[config.mk]
export PLATFORM = sky130hd
export DESIGN_NAME = busca_instrucao_flat
export DESIGN_NICKNAME = d
export VERILOG_FILES = /design/src/rtl/busca_instrucao_pkg.sv /design/src/rtl/busca_instrucao_if.sv /design/src/rtl/busca_instrucao_registrador_pc.sv /design/src/rtl/busca_instrucao.sv /design/src/flat_wrapper.sv
export SDC_FILE = /design/constraint.sdc
export NUM_CORES = 1
export LEC_CHECK = 0
export CORE_MARGIN = 5
export CORE_UTILIZATION = 45
export CTS_CLUSTER_SIZE = 20
export DETAILED_ROUTE_END_ITERATION = 10
export HOLD_SLACK_MARGIN = 0.02
export PLACE_DENSITY = 0.82
export SYNTH_ARGS = -nofsm -noshare
export SYNTH_HDL_FRONTEND = slang
export SYNTH_SLANG_ARGS = --single-unit
[constraint.sdc]
create_clock -name clk -period 3.9 [get_ports clk]
set_clock_uncertainty 0.1 [all_clocks]
set_input_delay 0.585 -clock clk [delete_from_list [all_inputs] [get_ports clk]]
set_output_delay 0.585 -clock clk [all_outputs]
set_load 0.02 [all_outputs]
[src/rtl/busca_instrucao_pkg.sv]
// Shared CPU definitions: opcodes, next-PC source encodings and the fetch-stage state encoding.
package pacote_cpu;

  localparam logic [3:0] OP_SOMA     = 4'd0;
  localparam logic [3:0] OP_SUB      = 4'd1;
  localparam logic [3:0] OP_E        = 4'd2;
  localparam logic [3:0] OP_OU       = 4'd3;
  localparam logic [3:0] OP_XOU      = 4'd4;
  localparam logic [3:0] OP_SLT      = 4'd5;
  localparam logic [3:0] OP_SOMAI    = 4'd6;
  localparam logic [3:0] OP_CARREGA  = 4'd7;
  localparam logic [3:0] OP_ARMAZENA = 4'd8;
  localparam logic [3:0] OP_DESL_E   = 4'd9;
  localparam logic [3:0] OP_DESL_D   = 4'd10;
  localparam logic [3:0] OP_SALTO    = 4'd11;
  localparam logic [3:0] OP_DESVIO   = 4'd12;

  typedef enum logic [1:0] {
    PC_MAIS1     = 2'b00,
    PC_ULA       = 2'b01,
    PC_SALTO     = 2'b10,
    PC_RESERVADO = 2'b11
  } fonte_cp_t;

  typedef enum logic [1:0] {
    INICIO = 2'b00,
    BUSCA  = 2'b01,
    VALIDO = 2'b10
  } estado_t;

endpackage

[src/rtl/busca_instrucao_if.sv]
// Instruction-memory req/ack bus between the fetch stage (master) and memory (slave).
interface busca_instrucao_if #(
  parameter int LARGURA_PC = 8
) ();

  logic                  mem_req;
  logic [LARGURA_PC-1:0] mem_end;
  logic                  mem_ack;
  logic [15:0]           mem_dado;

  modport master (output mem_req, output mem_end, input mem_ack, input mem_dado);
  modport slave  (input mem_req, input mem_end, output mem_ack, output mem_dado);

endinterface

[src/rtl/busca_instrucao_registrador_pc.sv]
// Program counter register with next-PC selection and branch-condition logic.
module registrador_pc
  import pacote_cpu::*;
#(
  parameter int LARGURA_PC = 8
) (
  input  logic                  clk,
  input  logic                  rst,
  input  logic                  habilita,
  input  logic                  EscCP,
  input  logic                  EscCondCP,
  input  logic                  zero,
  input  logic [1:0]            FonteCP,
  input  logic [LARGURA_PC-1:0] alvo_ula,
  input  logic [7:0]            imm,
  output logic [LARGURA_PC-1:0] pc
);

  logic [LARGURA_PC-1:0]   pc_r;
  logic [LARGURA_PC-1:0]   pc_mais1_s;
  logic [LARGURA_PC-1:0]   imm_ext_s;
  logic [LARGURA_PC+7:0]   imm_larga_s;
  logic [LARGURA_PC-1:0]   proximo_s;

  // Widening first makes the zero-extend/truncate work for any PC width.
  assign imm_larga_s = {{LARGURA_PC{1'b0}}, imm};
  assign imm_ext_s   = imm_larga_s[LARGURA_PC-1:0];
  assign pc_mais1_s  = pc_r + {{(LARGURA_PC-1){1'b0}}, 1'b1};

  // Next-PC selection; a failed conditional branch falls through to PC+1.
  always_comb begin
    proximo_s = pc_r;
    if (!EscCP) begin
      proximo_s = pc_r;
    end else if (EscCondCP && !zero) begin
      proximo_s = pc_mais1_s;
    end else begin
      case (FonteCP)
        PC_MAIS1: proximo_s = pc_mais1_s;
        PC_ULA:   proximo_s = alvo_ula;
        PC_SALTO: proximo_s = imm_ext_s;
        default:  proximo_s = pc_mais1_s;
      endcase
    end
  end

  // PC register, updated only when the controller retires an instruction.
  always_ff @(posedge clk or posedge rst) begin
    if (rst) begin
      pc_r <= {LARGURA_PC{1'b0}};
    end else if (habilita) begin
      pc_r <= proximo_s;
    end else begin
      pc_r <= pc_r;
    end
  end

  assign pc = pc_r;

endmodule

[src/rtl/busca_instrucao.sv]
// Instruction fetch stage: fetch FSM, instruction register and retired-instruction counter.
module busca_instrucao
  import pacote_cpu::*;
#(
  parameter int LARGURA_PC   = 8,
  parameter int LARGURA_CONT = 16
) (
  input  logic                    clk,
  input  logic                    rst,
  busca_instrucao_if.master       mem,
  output logic [3:0]              opcode,
  output logic [3:0]              rd,
  output logic [3:0]              rs,
  output logic [3:0]              rt,
  output logic [7:0]              imm,
  output logic                    instr_valido,
  input  logic                    conclui,
  input  logic                    EscCP,
  input  logic                    EscCondCP,
  input  logic [1:0]              FonteCP,
  input  logic                    zero,
  input  logic [LARGURA_PC-1:0]   alvo_ula,
  output logic [LARGURA_PC-1:0]   pc,
  output logic [LARGURA_CONT-1:0] cont_instr
);

  estado_t                 estado_r;
  logic                    mem_req_r;
  logic                    instr_valido_r;
  logic [15:0]             ir_r;
  logic [LARGURA_CONT-1:0] cont_instr_r;
  logic                    atualiza_pc_s;
  logic [LARGURA_PC-1:0]   pc_s;

  assign atualiza_pc_s = conclui && (estado_r == VALIDO);

  registrador_pc #(
    .LARGURA_PC (LARGURA_PC)
  ) u_registrador_pc (
    .clk       (clk),
    .rst       (rst),
    .habilita  (atualiza_pc_s),
    .EscCP     (EscCP),
    .EscCondCP (EscCondCP),
    .zero      (zero),
    .FonteCP   (FonteCP),
    .alvo_ula  (alvo_ula),
    .imm       (ir_r[7:0]),
    .pc        (pc_s)
  );

  // Fetch FSM with registered request/valid flags, IR load and saturating retire counter.
  always_ff @(posedge clk or posedge rst) begin
    if (rst) begin
      estado_r       <= INICIO;
      mem_req_r      <= 1'b0;
      instr_valido_r <= 1'b0;
      ir_r           <= 16'h0000;
      cont_instr_r   <= {LARGURA_CONT{1'b0}};
    end else begin
      case (estado_r)
        INICIO: begin
          estado_r       <= BUSCA;
          mem_req_r      <= 1'b1;
          instr_valido_r <= 1'b0;
        end
        BUSCA: begin
          if (mem.mem_ack) begin
            ir_r           <= mem.mem_dado;
            estado_r       <= VALIDO;
            mem_req_r      <= 1'b0;
            instr_valido_r <= 1'b1;
          end else begin
            mem_req_r      <= 1'b1;
            instr_valido_r <= 1'b0;
          end
        end
        VALIDO: begin
          if (conclui) begin
            estado_r       <= BUSCA;
            mem_req_r      <= 1'b1;
            instr_valido_r <= 1'b0;
            if (cont_instr_r != {LARGURA_CONT{1'b1}}) begin
              cont_instr_r <= cont_instr_r + {{(LARGURA_CONT-1){1'b0}}, 1'b1};
            end else begin
              cont_instr_r <= cont_instr_r;
            end
          end else begin
            mem_req_r      <= 1'b0;
            instr_valido_r <= 1'b1;
          end
        end
        default: begin
          estado_r       <= INICIO;
          mem_req_r      <= 1'b0;
          instr_valido_r <= 1'b0;
        end
      endcase
    end
  end

  assign mem.mem_req  = mem_req_r;
  assign mem.mem_end  = pc_s;
  assign pc           = pc_s;
  assign instr_valido = instr_valido_r;
  assign cont_instr   = cont_instr_r;
  assign opcode       = ir_r[15:12];
  assign rd           = ir_r[11:8];
  assign rs           = ir_r[7:4];
  assign rt           = ir_r[3:0];
  assign imm          = ir_r[7:0];

endmodule

[src/flat_wrapper.sv]
// flat-port wrapper written by rule: the top's interface ports become plain ports
module busca_instrucao_flat import pacote_cpu::*;
#(
  parameter int LARGURA_PC   = 8,
  parameter int LARGURA_CONT = 16
)
  (clk, rst, opcode, rd, rs, rt, imm, instr_valido, conclui, EscCP, EscCondCP, FonteCP, zero, alvo_ula, pc, cont_instr, mem_mem_req, mem_mem_end, mem_mem_ack, mem_mem_dado);
  busca_instrucao_if #(.LARGURA_PC(LARGURA_PC)) mem_i ();
  input  logic clk;
  input  logic rst;
  output logic [3:0] opcode;
  output logic [3:0] rd;
  output logic [3:0] rs;
  output logic [3:0] rt;
  output logic [7:0] imm;
  output logic instr_valido;
  input  logic conclui;
  input  logic EscCP;
  input  logic EscCondCP;
  input  logic [1:0] FonteCP;
  input  logic zero;
  input  logic [LARGURA_PC-1:0] alvo_ula;
  output logic [LARGURA_PC-1:0] pc;
  output logic [LARGURA_CONT-1:0] cont_instr;
  output wire logic [$bits(mem_i.mem_req)-1:0] mem_mem_req;
  output wire logic [$bits(mem_i.mem_end)-1:0] mem_mem_end;
  input wire logic [$bits(mem_i.mem_ack)-1:0] mem_mem_ack;
  input wire logic [$bits(mem_i.mem_dado)-1:0] mem_mem_dado;
  assign mem_mem_req = mem_i.mem_req;
  assign mem_mem_end = mem_i.mem_end;
  assign mem_i.mem_ack = mem_mem_ack;
  assign mem_i.mem_dado = mem_mem_dado;
  busca_instrucao #(.LARGURA_PC(LARGURA_PC), .LARGURA_CONT(LARGURA_CONT)) u_core (.clk(clk), .rst(rst), .mem(mem_i), .opcode(opcode), .rd(rd), .rs(rs), .rt(rt), .imm(imm), .instr_valido(instr_valido), .conclui(conclui), .EscCP(EscCP), .EscCondCP(EscCondCP), .FonteCP(FonteCP), .zero(zero), .alvo_ula(alvo_ula), .pc(pc), .cont_instr(cont_instr));
endmodule
Word-level counts from Yosys, hierarchy flattened
Index checks and enable logic that the tools add are counted.
{"block": "totals", "ff_bits": 44, "input_bits": 33, "output_inout_bits": 58, "wordCells": 34}
{"block": "classes", "add_sub_neg": 2, "n_eq_ne": 7, "n_mux": 11, "n_reduce_logical": 8}
{"operator": "$add A16 B1 Y16 const B", "count": 1}
{"operator": "$ne A16 B16 Y1 const B", "count": 1}
{"operator": "$pmux W8 S2", "count": 1}
{"operator": "$add A8 B1 Y8 const B", "count": 1}
{"operator": "$mux W8", "count": 1}
{"operator": "$pmux W2 S3", "count": 1}
{"operator": "$reduce_and A2 Y1", "count": 3}
{"operator": "$eq A2 B1 Y1 const B", "count": 2}
{"operator": "$eq A2 B2 Y1 const B", "count": 2}
{"operator": "$mux W1", "count": 4}
{"operator": "$mux W2", "count": 2}
{"operator": "$ne A2 B2 Y1 const B", "count": 2}
{"operator": "$pmux W1 S3", "count": 1}
{"operator": "$reduce_and A3 Y1", "count": 1}
{"operator": "$logic_and A1 B1 Y1", "count": 2}
{"operator": "$logic_not A2 Y1", "count": 1}
{"operator": "$pmux W1 S2", "count": 1}
{"operator": "$logic_not A1 Y1", "count": 1}

Longest topological paths before layout
Gate-level depths: netlist (run 1).
{"block": "logic_depth", "word_depth": 3, "ltp_mapped": 7, "ltp_nobuf": 6}

By module
Synthesis (run 1) repeated with hierarchy kept, for this count alone.
{"block": "hier_totals", "hier_cells": 218, "hier_area_um2": 2422.3}
{"mod": "busca_instrucao", "n_inst": 1, "cells_each": 151, "area_each_um2": 1790.5, "seq_area_each_um2": 900.9}
{"mod": "registrador_pc", "n_inst": 1, "cells_each": 67, "area_each_um2": 631.9, "seq_area_each_um2": 200.2}

Least setup slack after synthesis (run 1)
OpenSTA, ideal clock, no wires.
{"block": "synth_path", "path_kind": "in2reg", "start": "in FonteCP[0]", "end": "reg u_core.u_registrador_pc.pc_r[1], in the netlist u_core.u_registrador_pc.pc[1]", "setup_ns": 0.135, "t_arrival_ns": 1.684, "t_required_ns": 3.665, "slack_ns": 1.981, "stages": 6, "n_path_buf": 1, "path_cell_list": "inv_1 -> ha_1 -> or2_2 -> buf_2 -> a221oi_1 -> o31ai_1"}
{"block": "synth_between", "elab_chain_cells": 3, "word_cells_on_any_way": 4, "cone_classes": "eq/ne (2); mux (2)"}
{"item": "start, declared", "line_no": "flat_wrapper.sv:20", "rtl": "input logic [1:0] FonteCP;"}
{"item": "$eq A2 B2 Y1 or $eq A2 B1 Y1 (tied branches)", "line_no": "busca_instrucao_registrador_pc.sv:38", "rtl": "case (FonteCP)"}
{"item": "$pmux W8 S2 *", "line_no": "busca_instrucao_registrador_pc.sv:38"}
{"item": "$mux W8 *", "line_no": "busca_instrucao_registrador_pc.sv:35", "rtl": "end else if (EscCondCP && !zero) begin"}
{"item": "end signal, assigned", "line_no": "busca_instrucao_registrador_pc.sv:50", "rtl": "pc_r <= {LARGURA_PC{1'b0}};"}
{"item": "end signal, assigned", "line_no": "busca_instrucao_registrador_pc.sv:52", "rtl": "pc_r <= proximo_s;"}
{"item": "end signal, assigned", "line_no": "busca_instrucao_registrador_pc.sv:54", "rtl": "pc_r <= pc_r;"}
{"item": "end, declared", "line_no": "busca_instrucao_registrador_pc.sv:19", "rtl": "logic [LARGURA_PC-1:0] pc_r;"}
Every way passes the cells marked *; elsewhere a longest branch is shown, timed or not.
A chain may end at the register's enable or synchronous reset.

Final worst setup path (run 1)
Ends and elaborated chain as after synthesis.

==> results of run 1 <==
[routing by layer]
layer | routed length [um] | part of all wire | track usage
met3 | 393 | 0.066 | 0.04664
met5 | 0 | 0 | 0
met1 | 2543 | 0.43 | 0.2177
met4 | 38 | 0.0064 | 0.03268
met2 | 2936 | 0.50 | 0.3333
[cell families (layout without fill, tap and decap cells)]
family	count (synthesis)	after routing	share of synthesized area
xor gates and xnor gates	13	13	0.04790
muxes	19	19	0.09105
adders and majority gates	9	9	0.04737
and+or+nand+nor	58	58	0.1411
buffers and inverters	31	107	0.07631
DFF	44	44	0.4632
AOI/OAI and AO/OA	42	42	0.1332
[critical path: cells and delay by family]
family          cells  cell delay (ps)
fa+ha+maj           1              350
compound gates      2              360
buf+inv             2              540
simple gates        1              420
[Yosys cell counts, types with 3 or more instances]
| master | count |
|---|---|
| nor2_1 | 5 |
| buf_4 | 17 |
| nand3_1 | 9 |
| o22a_1 | 3 |
| a22oi_1 | 6 |
| and3_1 | 4 |
| nand2_1 | 11 |
| ha_1 | 9 |
| and2_1 | 3 |
| a21oi_1 | 3 |
| nor3_1 | 8 |
| a31oi_1 | 3 |
| mux2_2 | 16 |
| nand4_1 | 4 |
| xnor2_1 | 3 |
| nor2b_1 | 3 |
| dfrtp_1 | 44 |
| a211oi_1 | 4 |
| inv_1 | 9 |
| o21ai_0 | 5 |
| clkbuf_1 | 4 |
| xor2_1 | 10 |
[area by class of cell]
type | instances | area (um^2) | share of cell area
clock buffer | 5 | 68.82 | 0.02067
clock inverter | 3 | 42.54 | 0.01278
inverter | 9 | 33.78 | 0.01015
multi-input combinational | 141 | 1095 | 0.3288
sequential | 44 | 1101 | 0.3307
tap | 70 | 87.58 | 0.02631
timing repair buffer | 90 | 900.9 | 0.2706
[stage by stage]
step	power [W]	hold slack, ps	cell area (um^2)
global route	0.002449	424.2	3329
global placement	0.001949	380.4	3218
finish	0.002313	394.9	3329
CTS	0.002337	402.5	3329
detailed placement	0.001986	388.4	3218
floorplan	0.001491	453.9	2377
[registers in the layout, indices dropped and copies added, names as in the netlist]
signal and flops:
u_core.mem.mem_req 1, u_core.instr_valido 1, u_core.estado_r 2, u_core.ir_r 16, u_core.cont_instr 16, u_core.u_registrador_pc.pc 8
[worst paths after layout]
kind / from / endpoint / slack [ps]
min in group asynchronous: rst / u_core.ir_r[6] / 710
worst max-delay path: FonteCP[0] / u_core.u_registrador_pc.pc[1] / 1720
worst min register to register: u_core.cont_instr[5] / u_core.cont_instr[5] / 390
max in group asynchronous: rst / u_core.u_registrador_pc.pc[4] / 2440
worst min-delay path: u_core.cont_instr[5] / u_core.cont_instr[5] / 390
worst max register to register: u_core.estado_r[0] / u_core.cont_instr[15] / 1850
[placed cells by master (no fill, tap or decap), types with 2 or more instances in the layout]
master / n
a22o_1: 2
clkbuf_8: 5
clkdlybuf4s50_1: 90
a21oi_1: 3
nand2_1: 11
nand4_1: 4
a211oi_1: 4
mux2_2: 16
or2_2: 2
nor4_1: 2
inv_1: 8
nor2_1: 5
and3_1: 4
o21ai_0: 5
dfrtp_1: 44
and2_1: 3
xnor2_1: 3
o22a_1: 3
nor3_1: 8
a21boi_0: 2
o2bb2ai_1: 2
ha_1: 9
a31oi_1: 3
a22oi_1: 6
xor2_1: 10
nor2b_1: 3
nand3_1: 9
[power groups by stage]
stage               clock network (W)  registers [W]  logic [W]
finish                       0.000343       0.000795    0.00117
floorplan                           0       0.000953   0.000537
detailed placement                  0       0.000800    0.00119
global route                 0.000373       0.000821    0.00125
CTS                          0.000354       0.000794    0.00119
global placement                    0       0.000792    0.00116
==> summary.txt, run 1 <==
Yosys
  • Synth warnings: 0
  • EDFF count, synth: 0
  • Sequential element share of the synthesized area: 0.4632
  • Yosys top cell area share: 0.4632
  • Most used DFF post-synth: dfrtp_1
  • Synthesized area per cell: between 10 and 15 um^2
  • Async set or reset register ratio after synthesis: 1.000
  • Mapped Area: between 2000 and 2500 um^2
  • Syn Inst Count: about 220
  • Synth Net Count: 258
  • Top post-synthesis cells by area: dfrtp_1, mux2_2, buf_4
  • Flops & latches, synth: 44
  • Synth cell types: 50
  • Cell taking the most area after synthesis: dfrtp_1

Pwr
  • Power per cell area: 694.6 nW/um^2
  • Clk pwr share: 0.149
  • Sw Pwr: about 0.0009 W
  • Logic pwr share: 0.508
  • Leakage: between 1 and 1.5 nW
  • Switching Fraction: 0.3882
  • VDD IR max: between 0.3 and 0.4 mV
  • Pint: roughly 0.0014 W
  • Sequential power share: 0.344

Floorplan
  • IO Pins: 91
  • Chip Width: about 83 um
  • Starting density of the core: 0.4655
  • Core Area: between 5000 and 6000 um^2
  • Num rows: 26
  • Die Ht: 82.69 um
  • Die ar.: between 6000 and 7000 um^2

Timing
  • Slew of the pin with the lowest slew margin: roughly 900 ps
  • Pins Over Slew Limit: 0
  • Clock period minus final worst setup slack: approximately 2200 ps
  • RSZ-0062 raised after global routing: no
  • Achievable Freq: 0.4593 GHz
  • Setup TNS: 0 ps
  • Final hold vios: 0
  • Final Cycle Share: 0.5582
  • Final setup viols: 0
  • Setup slack after layout: roughly 1700 ps
  • Rel. slew slack: 0.4018

Global route
  • Overall Global Routing Usage: 0.1827
  • Antenna violations before repair: 0
  • Vias in the first global route: approximately 2.0k
  • Gr ovfl total: 0
  • First-pass GRT wire length: ~9700 um
  • Largest net degree at the start of global routing: 45

Route
  • Remaining DRCs: 0
  • Routed WL per cell: 16.33 um
  • Via count: 1932
  • Iter 0 DRT Violations: 80
  • Detail Route Antenna Nets: 0
  • First-pass DRT Iterations: 4
  • Vias per cell: 5.337
  • Final WL: 5911 um

Worst setup path
  • CP Max Fanout: 10
  • Slowest cell on the critical path: clkdlybuf4s50_1
  • WP data arrival: 2250 ps
  • Critical path cell sequence: clkdlybuf4s50_1 -> inv_1 -> ha_1 -> or2_2 -> a221oi_1 -> o31ai_1
  • Largest stage delay, worst path: just under 500 ps
  • R2R cell count: 6
  • CP Class: in2reg
  • Required @ worst endpoint: between 3000 and 4000 ps
  • Critical Path End Type: flop
  • Startpoint Class: input pin

Clocking
  • Post-CTS Setup Bufs: 0
  • Root buffer cell: clkbuf_8
  • Longest Clk Path Bufs: 2
  • Clock-pin slew on the worst setup and hold paths: ~90 ps
  • CTS H-tree lvls: 2
  • Worst skew pair latency: ~290 ps
  • Post_cts resized: 0
  • Num CTS Buffers: 5
  • CTS tree: yes
  • Post-CTS Hold Buffers: 0
  • CTS sink count: 44

Placed design
  • Final GP Congestion: around 0.88
  • Placed insts: about 350
  • Input/output buffers: 90
  • Post-DP HPWL: between 4000 and 5000 um
  • Pre-CTS setup slack: 1435 ps

Final layout
  • Area Growth Syn to Fin: 40.05%
  • Share of layout cells above drive strength 1: 0.1199
  • Final #Nets: 333
  • Post-Layout Cell Count: between 300 and 400
  • Fill count: about 420
  • # diodes: 0
  • Fin util: 0.6519

Run
  • Max_cap viols: 0

Run status
  • Outcome: complete, no violations

Min path
  • Hold depth: 1
  • Hold WC Path Type: reg2reg
Power figures use the tool's default switching activity.
==> run 2, diff against run 1 <==
--- a/config.mk
+++ b/config.mk
@@ -6,11 +6,11 @@
 export NUM_CORES = 1
 export LEC_CHECK = 0
 export CORE_MARGIN = 5
-export CORE_UTILIZATION = 45
+export CORE_UTILIZATION = 44
 export CTS_CLUSTER_SIZE = 20
 export DETAILED_ROUTE_END_ITERATION = 10
 export HOLD_SLACK_MARGIN = 0.02
-export PLACE_DENSITY = 0.82
+export PLACE_DENSITY = 0.8
 export SYNTH_ARGS = -nofsm -noshare
 export SYNTH_HDL_FRONTEND = slang
 export SYNTH_SLANG_ARGS = --single-unit
==> constraint.sdc (replaced) <==
create_clock -name clk -period 2.25 [get_ports clk]
set_clock_uncertainty 0.1 [all_clocks]
set_input_delay 0.3375 -clock clk [delete_from_list [all_inputs] [get_ports clk]]
set_output_delay 0.3375 -clock clk [all_outputs]
set_load 0.02 [all_outputs]
==> run 2 against run 1 <==
Global-route usage is 1.4 points lower. Final area is 0.34% higher. Critical path type is now reg2reg. Flip-flop and latch count stayed put. Non-clock buffer count is 4 higher. Total power is 70% higher. Die area is 2.0% higher. Final cell count is 1.1% higher. Count of clock-buffer cells in the layout is 1 higher. Clock power is 51% higher. Core utilization is 0.60 points lower. Worst setup slack worse by 1400 ps.
==> summary.txt, run 2 (synthesized netlist as in run 1, its figures left out) <==
Clocking
  • Post-CTS Hold Buffers: 0 (unchanged)
  • Clock-pin slew on the worst setup and hold paths: 90 ps (about the same)
  • Post-CTS Setup Bufs: 0 (unchanged)
  • CTS sink count: 44 (unchanged)
  • CTS H-tree lvls: 2 (unchanged)
  • Num CTS Buffers: 5 (unchanged)
  • Longest Clk Path Bufs: 2 (unchanged)
  • Post_cts resized: 0 (unchanged)
  • Root buffer cell: clkbuf_8
  • Worst skew pair latency: 300 ps (about the same)
  • CTS tree: yes

Pwr
  • Power, Total: 0.003939 W (+70%)
  • Switching Fraction: 0.3958 (+0.007632)
  • Clk pwr share: 0.131 (-0.018)
  • Sw Pwr: 0.001559 W (+74%)
  • Power per cell area: 1179 nW/um^2 (+70%)
  • Logic pwr share: 0.519 (+0.011)
  • Pint: 0.002380 W (+68%)
  • Sequential power share: 0.349 (+0.005)
  • VDD IR max: 0.7118 mV (+140%)
  • Leakage: 1.415 nW (+0.88%)

Worst setup path
  • CP Max Fanout: 5 (-5)
  • Slowest cell on the critical path: dfrtp_1
  • Startpoint Class: flop
  • Required @ worst endpoint: 2330 ps (-1640 ps)
  • CP Buf/Inv Count: 1 (-1)
  • Largest stage delay, worst path: 440 ps (-50 ps)
  • WP data arrival: 2010 ps (-240 ps)
  • CP top delay family: simple AND/OR/NAND/NOR gates
  • Critical path cell sequence: inv_1 -> ha_1 -> nand2_2 -> nor4b_2 -> nand4_1 -> mux2_1
  • CP Class: reg2reg
  • Critical Path End Type: flop

Floorplan
  • Core Area: 5172 um^2 (+1.3%)
  • Chip Width: 83.51 um (+0.99%)
  • IO Pins: 91 (unchanged)
  • Die ar.: 6973 um^2 (+2.0%)
  • Num rows: 26 (unchanged)
  • Starting density of the core: 0.4596 (-0.005855)
  • Die Ht: 83.51 um (+0.99%)

Route
  • Detail Route Antenna Nets: 0 (unchanged)
  • Remaining DRCs: 0 (unchanged)
  • Final WL: 5772 um (-2.4%)
  • Iter 0 DRT Violations: 58 (-28%)
  • Routed WL per cell: 15.77 um (-3.4%)
  • First-pass DRT Iterations: 4 (unchanged)
  • Vias per cell: 5.284 (-0.99%)
  • Via count: 1934 (+0.10%)

Min path
  • Hold WC Path Type: in2async

Timing
  • Final Cycle Share: 0.8560
  • RSZ-0062 raised after global routing: no
  • Setup TNS: 0 ps (unchanged)
  • Clock period minus final worst setup slack: 1926 ps
  • Achievable Freq: just over 0.5 GHz
  • Rel. slew slack: 0.6691 (+0.2673)
  • Final setup viols: 0 (unchanged)
  • Slew of the pin with the lowest slew margin: 494.2 ps (-401.8 ps)
  • Final hold vios: 0 (unchanged)
  • Pins Over Slew Limit: 0 (unchanged)

Global route
  • Largest net degree at the start of global routing: 24 (-47%)
  • First-pass GRT wire length: 9611 um (-0.71%)
  • Overall Global Routing Usage: 0.1688 (-0.01386)
  • Gr ovfl total: 0 (unchanged)
  • Antenna violations before repair: 0 (unchanged)
  • Vias in the first global route: 1886 (-5.2%)

Placed design
  • Placed insts: 358 (+1.1%)
  • Post-DP HPWL: 4531 um (+0.12%)
  • Input/output buffers: 90 (unchanged)
  • Placed cell areas: 3248 um^2 (+0.93%)
  • Final GP Congestion: 0.8839 (+0.61%)

Final layout
  • Fill count: 413 (-2.4%)
  • Final #Nets: 337 (+1.2%)
  • Fin util: 0.6459 (-0.006022)
  • Area Growth Syn to Fin: 40.53%
  • Share of layout cells above drive strength 1: 0.1284 (+0.008515)
  • Post-Layout Cell Count: 366 (+1.1%)
  • # diodes: 0 (unchanged)
  • Fin area: 3341 um^2 (+0.34%)
  • Most frequent cells in the layout: clkdlybuf4s50_1, dfrtp_1, mux2_2, nand2_1, xor2_1
  • Commonest non-fill, non-tap cell in the layout: clkdlybuf4s50_1

Run
  • Max_cap viols: 0 (unchanged)

Run status
  • Outcome: complete, no violations
run 2: changes by cell type in the layout (fill, tap and decap cells not counted):
| cell | change |
|---|---|
| bufinv_16 | -1 |
| inv_2 | -1 |
| clkinvlp_4 | -1 |
| clkinv_1 | +1 |
| clkinv_2 | +1 |
| clkbuf_8 | +1 |
| buf_4 | +4 |
run 2: path summary, 6_finish.rpt:
kind                       slack [ps]               endpoint                  from  depth (start not counted)
setup reg to reg                  320  u_core.cont_instr[15]    u_core.estado_r[0]                          6
hold reg to reg                   390   u_core.cont_instr[5]  u_core.cont_instr[5]                          1
min in group clk                  390   u_core.cont_instr[5]  u_core.cont_instr[5]                          1
max in group asynchronous        1520  u_core.cont_instr[15]                   rst                          3
hold / removal                    300         u_core.ir_r[5]                   rst                          3
setup / recovery                  320  u_core.cont_instr[15]    u_core.estado_r[0]                          6
run 2: layer usage:
layer	track usage	wire (um)	vias to the layer above
met5	0	0	-
li1	-	-	931
met1	0.2225	2638	929
met4	0.04971	67	0
met2	0.2697	2706	66
met3	0.04936	358	8
run 2: worst register-to-register path, delay by kind of cell (launching register included):
family,cells,cell delay (ps)
mux,1,320
simple gates,3,600
buf+inv,1,110
fa+ha+maj,1,240
flops,1,440
run 2: per-stage QoR:
step,setup slack [ps],hold slack (ps)
2_1_floorplan,422.4,388.1
3_3_place_gp,77.96,382.4
3_5_place_dp,46.37,377.8
4_1_cts,308.6,294.9
5_1_grt,213.4,317.6
6_report,324.0,296.5
run 2: area by class of cell:
cell class              count  area (um^2)  area share
inverters                   9        33.78     0.01011
clock buffers               6        82.58     0.02472
flip-flops and latches     44         1101      0.3296
multi-input cells         141         1095      0.3277
clock inverters             2        10.01    0.002996
well taps                  70        87.58     0.02622
repair buffers             94        930.9      0.2787
run 2: power groups by stage:
stage,sequential [W],combinational [W],clock [W]
after floorplan,0.00165,0.000932,0
after global placement,0.00137,0.00203,0
after detailed placement,0.00139,0.00206,0
after CTS,0.00137,0.00206,0.000537
after global routing,0.00143,0.00218,0.000578
final,0.00138,0.00205,0.000518
